--- config.mk ---
export PLATFORM = sky130hd
export DESIGN_NAME = simon_sequencer
export DESIGN_NICKNAME = d
export VERILOG_FILES = /design/src/rtl/simon_sequencer.sv
export SDC_FILE = /design/constraint.sdc
export NUM_CORES = 1
export LEC_CHECK = 0
export CAP_MARGIN = 20
export CORE_ASPECT_RATIO = 0.7
export CORE_UTILIZATION = 59
export CTS_CLUSTER_DIAMETER = 60
export DETAILED_ROUTE_END_ITERATION = 12
export PLACE_DENSITY = 0.78
export SYNTH_ARGS = -nofsm -noshare
export SYNTH_HDL_FRONTEND = slang
export SYNTH_SLANG_ARGS = --single-unit
--- constraint.sdc ---
create_clock -name clk -period 8 [get_ports clk]
set_input_delay 1.6 -clock clk [delete_from_list [all_inputs] [get_ports clk]]
set_output_delay 1.6 -clock clk [all_outputs]
set_load 0.02 [all_outputs]
--- src/rtl/simon_sequencer.sv ---
// rtl/simon_sequencer.sv - Simon game-round controller: sequence generation, playback and input checking
//
// Ports:
//   clk         in   system clock, rising edge
//   rst         in   synchronous active-high reset
//   start       in   one-cycle pulse, begins a new game (accepted in IDLE/WIN/LOSE)
//   rnd_ready   in   random source ready, rnd_value valid while high (sampled in GEN only)
//   rnd_value   in   random colour 0..3
//   btn_valid   in   one-cycle pulse, player pressed a button (sampled in WAIT_IN only)
//   btn_value   in   colour pressed
//   led_on      out  playback LED enable (registered)
//   led_value   out  colour being played back (registered, held while dark)
//   level       out  current sequence length
//   busy        out  generating or playing back
//   wait_input  out  waiting for player presses
//   win         out  game won
//   game_over   out  game lost
module simon_sequencer #(
    parameter int MAX_LEN        = 32,
    parameter int ON_CYCLES      = 4,
    parameter int OFF_CYCLES     = 2,
    parameter int TIMEOUT_CYCLES = 64
) (
    input  logic       clk,
    input  logic       rst,
    input  logic       start,
    input  logic       rnd_ready,
    input  logic [1:0] rnd_value,
    input  logic       btn_valid,
    input  logic [1:0] btn_value,
    output logic       led_on,
    output logic [1:0] led_value,
    output logic [7:0] level,
    output logic       busy,
    output logic       wait_input,
    output logic       win,
    output logic       game_over
);

    localparam int AW   = (MAX_LEN > 1) ? $clog2(MAX_LEN) : 1;
    localparam int TW   = $clog2(TIMEOUT_CYCLES + 1);
    localparam int PMAX = (ON_CYCLES > OFF_CYCLES) ? ON_CYCLES : OFF_CYCLES;
    localparam int CW   = $clog2(PMAX + 1);

    localparam logic [CW-1:0] ON_LAST    = CW'(ON_CYCLES - 1);
    localparam logic [CW-1:0] OFF_LAST   = CW'(OFF_CYCLES - 1);
    localparam logic [TW-1:0] TIMER_LAST = TW'(TIMEOUT_CYCLES - 1);
    localparam logic [7:0]    LEN_MAX    = 8'(MAX_LEN);

    localparam logic [2:0] S_IDLE     = 3'd0;
    localparam logic [2:0] S_GEN      = 3'd1;
    localparam logic [2:0] S_SHOW_ON  = 3'd2;
    localparam logic [2:0] S_SHOW_OFF = 3'd3;
    localparam logic [2:0] S_WAIT_IN  = 3'd4;
    localparam logic [2:0] S_WIN      = 3'd5;
    localparam logic [2:0] S_LOSE     = 3'd6;

    logic [2:0]    state;
    logic [7:0]    len;
    logic [7:0]    idx;
    logic [TW-1:0] timer;
    logic [CW-1:0] phase;
    logic [1:0]    seq [MAX_LEN];

    logic [7:0] idx_inc;
    logic [7:0] len_m1;
    logic       gen_take;

    assign idx_inc  = idx + 8'd1;
    assign len_m1   = len - 8'd1;
    assign gen_take = (state == S_GEN) && rnd_ready;

    // Sequence memory is not reset; only entries below len are ever read.
    always_ff @(posedge clk) begin
        if (!rst && gen_take) begin
            seq[len[AW-1:0]] <= rnd_value;
        end
    end

    always_ff @(posedge clk) begin
        if (rst) begin
            state     <= S_IDLE;
            len       <= 8'd0;
            idx       <= 8'd0;
            timer     <= '0;
            phase     <= '0;
            led_on    <= 1'b0;
            led_value <= 2'd0;
        end else begin
            case (state)
                S_IDLE, S_WIN, S_LOSE: begin
                    if (start) begin
                        state <= S_GEN;
                        len   <= 8'd0;
                        idx   <= 8'd0;
                        timer <= '0;
                        phase <= '0;
                    end
                end
                S_GEN: begin
                    if (rnd_ready) begin
                        len    <= len + 8'd1;
                        idx    <= 8'd0;
                        phase  <= '0;
                        state  <= S_SHOW_ON;
                        led_on <= 1'b1;
                        // In the first round seq[0] is being written this same edge.
                        led_value <= (len == 8'd0) ? rnd_value : seq[0];
                    end
                end
                S_SHOW_ON: begin
                    if (phase == ON_LAST) begin
                        phase  <= '0;
                        led_on <= 1'b0;
                        state  <= S_SHOW_OFF;
                    end else begin
                        phase <= phase + CW'(1);
                    end
                end
                S_SHOW_OFF: begin
                    if (phase == OFF_LAST) begin
                        phase <= '0;
                        if (idx == len_m1) begin
                            state <= S_WAIT_IN;
                            idx   <= 8'd0;
                            timer <= '0;
                        end else begin
                            idx       <= idx_inc;
                            state     <= S_SHOW_ON;
                            led_on    <= 1'b1;
                            led_value <= seq[idx_inc[AW-1:0]];
                        end
                    end else begin
                        phase <= phase + CW'(1);
                    end
                end
                S_WAIT_IN: begin
                    // A press wins over a timeout landing on the same cycle.
                    if (btn_valid) begin
                        if (btn_value == seq[idx[AW-1:0]]) begin
                            if (idx != len_m1) begin
                                idx   <= idx_inc;
                                timer <= '0;
                            end else if (len == LEN_MAX) begin
                                state <= S_WIN;
                            end else begin
                                state <= S_GEN;
                            end
                        end else begin
                            state <= S_LOSE;
                        end
                    end else if (timer == TIMER_LAST) begin
                        state <= S_LOSE;
                    end else begin
                        timer <= timer + TW'(1);
                    end
                end
                default: state <= S_IDLE;
            endcase
        end
    end

    assign level      = len;
    assign busy       = (state == S_GEN) || (state == S_SHOW_ON) || (state == S_SHOW_OFF);
    assign wait_input = (state == S_WAIT_IN);
    assign win        = (state == S_WIN);
    assign game_over  = (state == S_LOSE);

endmodule

# After elaboration in Yosys (flattened, before gate mapping)
# Memory sizes are Yosys's and may differ from the RTL's. A register that Yosys moved wholly into a read port is not among the register bits.
# Cells that the tools add are included.
word_totals:
  ff_bits: 32
  latch_bits: 0
  ram_bits: 64
  romBits: 0
  out_inout_bits: 15
  mem_count: 1
classes:
  add_sub_neg: 5
  multipliers: 0
  div: 0
  order_cmp: 0
  eq_ne: 27
  n_shift: 0
  muxes: 48
  bitwise: 0
  n_reduce_logical: 21
mem_list:
  columns: ["memory", "words", "word_bits", "read_ports", "rd_clocked_by_memory_dff", "wr", "line", "rtl"]
  rows:
  - ["seq", 32, 2, 3, 1, 1, "63", "logic [1:0] seq [MAX_LEN];"]
op_table:
  columns: ["operator", "count"]
  rows:
  - ["8-bit 2-to-1 mux", 8]
  - ["7-bit 2-to-1 mux", 7]
  - ["3-bit 2-to-1 mux", 14]
  - ["8-bit case mux with 4 select lines", 1]
  - ["7-bit case mux with 3 select lines", 1]
  - ["8-bit by 1-bit adder with 8-bit output (second input constant)", 2]
  - ["8-bit case mux with 2 select lines", 1]
  - ["3-bit case mux with 5 select lines", 1]
  - ["2-bit inequality test (second input constant)", 7]
  - ["7-bit AND reduction", 2]
  - ["3-bit case mux with 4 select lines", 1]
  - ["5-bit 2-to-1 mux", 2]
  - ["3-bit by 2-bit equality test with 1-bit output (second input constant)", 3]
  - ["3-bit equality test (second input constant)", 3]
  - ["3-bit by 2-bit inequality test with 1-bit output (second input constant)", 3]
  - ["8-bit by 6-bit equality test with 1-bit output (second input constant)", 1]
  - ["8-bit equality test", 1]
  - ["8-bit logical NOT", 1]
  - ["2-bit 2-to-1 mux", 4]
  - ["8-bit inequality test", 1]
  - ["4-bit nonzero test", 2]
  - ["8-bit by 1-bit subtractor with 8-bit output (second input constant)", 1]
  - ["7-bit by 1-bit adder with 7-bit output (second input constant)", 1]
  - ["7-bit by 6-bit equality test with 1-bit output (second input constant)", 1]
  - ["20 further kinds", 32]

# Longest topological paths before layout
depth:
  word_depth: 8
  depth_mapped: 11
  depth_no_buf: 10

# Worst setup path after synthesis
# Ideal clock, no wire load.
synth_path:
  path_kind: "input-to-reg"
  from: "input start"
  to: "register with a tool-made name"
  arrival_ns: 3.259
  setup_slack_ns: 4.620
  stages: 8
  cell_sequence: "inv_1 maj3_1 o21ai_0 o21ai_0 or2_2 nor4_4 nor2_2 mux2_2"
synth_rtl:
  columns: ["item", "line", "rtl"]
  rows:
  - ["from (decl)", "26", "input logic start,"]

==> metrics.cfg <==
[detailed_routing]
wl_per_cell_um=20.4
first_pass_iters=5
vias_per_cell=6.45
wl_um=13400
drtIter0Drc=549
ant_nets=0
drc=0
vias=4259

[yosys]
synth.area.top_cells=edfxtp_1, dfxtp_1, mux4_2
synth-edff-count=64
synthFlopType=edfxtp_1
synth-async-reset-ratio=0
synth_compound_area_frac=0.105
avgSynthCellArea_um2=11.0
synthesis.instances=517
synth_adder_area_share=0.0261
ys_ff_latch=101
synthesis.area_um2=5660
yosys_warnings=0
yosys.area_share.simple=0.175
synth_largest_area_cell=edfxtp_1
syn-num-nets=537
synth_cell_type_count=57
synthXorXnorAreaFrac=0.0325
synth_top_family_by_area=simple AND/OR/NAND/NOR gates
synthMuxAreaShare=0.160
yosysSeqAreaShare=0.470
synth.top_cell.area_share=0.339

[timing]
worst_slack_ps=3980
finClkSkew_ps=9.51
tns_ps=0
finalHoldViolations=0
rsz0062_at_grt=false
setup_viol=0
whs_ps=446
fin_crit_sh=0.502
fmax_mhz=249
fin_crit_ps=4020
tightest_slew_ps=910
drv_slew=0
slew_headroom=0.394

[worst_setup_path]
critical_path.top_delay_family=simple AND/OR/NAND/NOR gates
path_cells=clkdlybuf4s50_1, inv_1, maj3_1, o21ai_0, o21ai_0, or2_2, nor4_4, nor2_2, mux2_2
r2r_slack_ps=4630
max_stage_delay_ps=600
crit_top_cell=o21ai_0
critPathArrivalTime_ps=4260
crit_fanout=8
criticalPathCategory=primary input to flip-flop
crit_buf_inv=2
cp_slowest_cell=clkdlybuf4s50_1
r2r_end=led_value[0]
crit_path_start_kind=primary input
worstSetupEndpointType=flip-flop
reg2reg_depth=8
reg2reg_from=idx[0]
worst_ep_required_time_ps=8240

[die]
dieWidth_um=119
rows=29
io_pins=24
dieArea_um2=10000
die_h_um=84.0
floorplan.initialDensity=0.617
core-area_um2=9180

[cells_and_area]
n_antenna_cell=0
fin_nets=551
fillerInstances=700
syn_to_final_growth_pct=11.1
drive_gt1_frac=0.114
fin_area_um2=6290
fin_util=0.685
final_cell_count_no_fill=660

[placed_design]
place.gp.congestion=0.924
dp_cells=643
port_buffers=23
post-dp-hpwl_um=9200
place_area_um2=5970
dp_slack_ps=3680

[grt]
grt_pass1_vias=4057
grt_pass1_wl_um=21600
track_usage=0.288
antenna_found_initial=0
grt_max_degree=36
grt.overflow.total=0

[pwr]
powerDensity_nw_per_um2=213
p_leak_nw=2.01
finalPower_mw=1.34
peakVddDrop_v=0.000159

[clocking]
cts_buffers=9
cts_resized=0
holdBufCountCts=0
cts_tree=done
cts_max_path_buffers=2
clkLatencyLatePin_ps=350
clock-sinks=101
cts.clk_slew.worst_paths_ps=70
post_cts_buffers=0
cts_root_buf=clkbuf_16
htreeDepth=3

[min_path]
hold_path.class=flip-flop to flip-flop
hold_end=timer[6]
hold_path.startpoint=timer[6]
hold-path-cell-count=2

[flow_run]
max_cap_viol_count=0

[status]
status=finished clean

[cell type report]
class                   count  area (um2)  share of cell area
multi-input cells         375        2830               0.450
clock inverters             3        20.0             0.00318
clock buffers              13         294              0.0467
repair buffers             28         272              0.0431
well taps                 124         155              0.0247
inverters                  16        60.1             0.00954
flip-flops and latches    101        2660               0.423
[how the worst max path moves through the flow]
stage                     start   endpoint  slack (ps)  cells after the start
after floorplan           start  flip-flop        4620                      8
after detailed placement  start  flip-flop        3680                      9
after CTS                 start  flip-flop        4030                      9
after global placement    start  flip-flop        3850                      9
after global routing      start  flip-flop        3820                      9
final                     start  flip-flop        3980                      9
[worst reg2reg max path: cells and delay by family (launching register included)]
family | cells | cell delay [ps]
AO/OA/AOI/OAI | 2 | 440
adder cells (fa/ha/maj) | 1 | 950
flip-flops | 1 | 300
buffers and inverters | 1 | 230
multiplexers | 3 | 1280
AND/OR/NAND/NOR | 1 | 50
[cell families (layout without fill, tap and decap cells)]
| group | Yosys count | in the layout |
|---|---|---|
| AO/OA/AOI/OAI | 85 | 85 |
| buffers and inverters | 41 | 60 |
| flip-flops | 101 | 101 |
| XOR/XNOR | 21 | 21 |
| AND/OR/NAND/NOR | 197 | 197 |
| adder cells (fa/ha/maj) | 12 | 12 |
| multiplexers | 60 | 60 |
[power by group]
part	leakage, nW	total [mW]	internal (mW)	switching [mW]
clock	0.160	0.450	0.259	0.190
combinational	0.980	0.290	0.123	0.167
sequential	0.874	0.600	0.567	0.0335
total	2.01	1.34	0.949	0.391
[cell usage after synthesis, types with 2 or more instances]
master,n
nor2_1,73
edfxtp_1,64
dfxtp_1,37
mux2i_1,30
nand2_1,29
mux4_2,24
nand3_1,21
clkbuf_1,19
inv_1,16
nor2b_1,16
a22oi_1,14
a21oi_1,13
ha_1,11
nand2b_1,11
xnor2_1,11
o21ai_0,10
xor2_1,10
a211oi_1,8
nor3_1,7
o2bb2ai_1,7
mux2_2,6
a311oi_1,5
and3_1,5
nor3b_1,5
o22ai_1,5
nand3b_1,4
nand4_1,4
or2_2,4
a21o_1,3
and2_1,3
o211ai_1,3
o21a_1,3
a21boi_0,2
a221oi_1,2
a31oi_1,2
buf_2,2
buf_4,2
nor2_2,2
nor4_1,2
o31ai_1,2
o41ai_1,2
or3_1,2
or3b_2,2
[cells in the final DEF, fill, tap and decap left out, types with 3 or more instances in the layout]
cell and count:
mux4_2 24, mux2i_1 30, dfxtp_1 37, a21oi_1 13
o22ai_1 5, nand3_1 21, ha_1 11, o2bb2ai_1 7
nand4_1 4, nor3b_1 5, nand2b_1 11, o211ai_1 3
buf_4 4, a311oi_1 5, nand3b_1 4, o21a_1 3
xor2_1 10, and3_1 5, nor2_1 73, edfxtp_1 64
a21o_1 3, nor3_1 7, o21ai_0 10, a211oi_1 8
inv_1 16, nor2b_1 16, clkdlybuf4s50_1 23, nand2_1 29
and2_1 3, clkbuf_16 11, mux2_2 6, or2_2 4
xnor2_1 11, a22oi_1 14
[routing by layer]
metal  global-route usage  part of all wire  vias to the layer above
li1                     -                 -                     1964
met1                0.432              0.46                     2051
met2                0.405              0.42                      227
met3               0.0786             0.099                       17
met4               0.0817             0.015                        0
met5                    0                 0                        -
[sequential cells by signal, indices dropped and copies added, names as in the netlist, named ones only]
register   count
idx            8
led_on         1
led_value      2
level          8
phase          3
seq           64
state          3
timer          7
No activity file was read; power rests on OpenSTA's default activity.
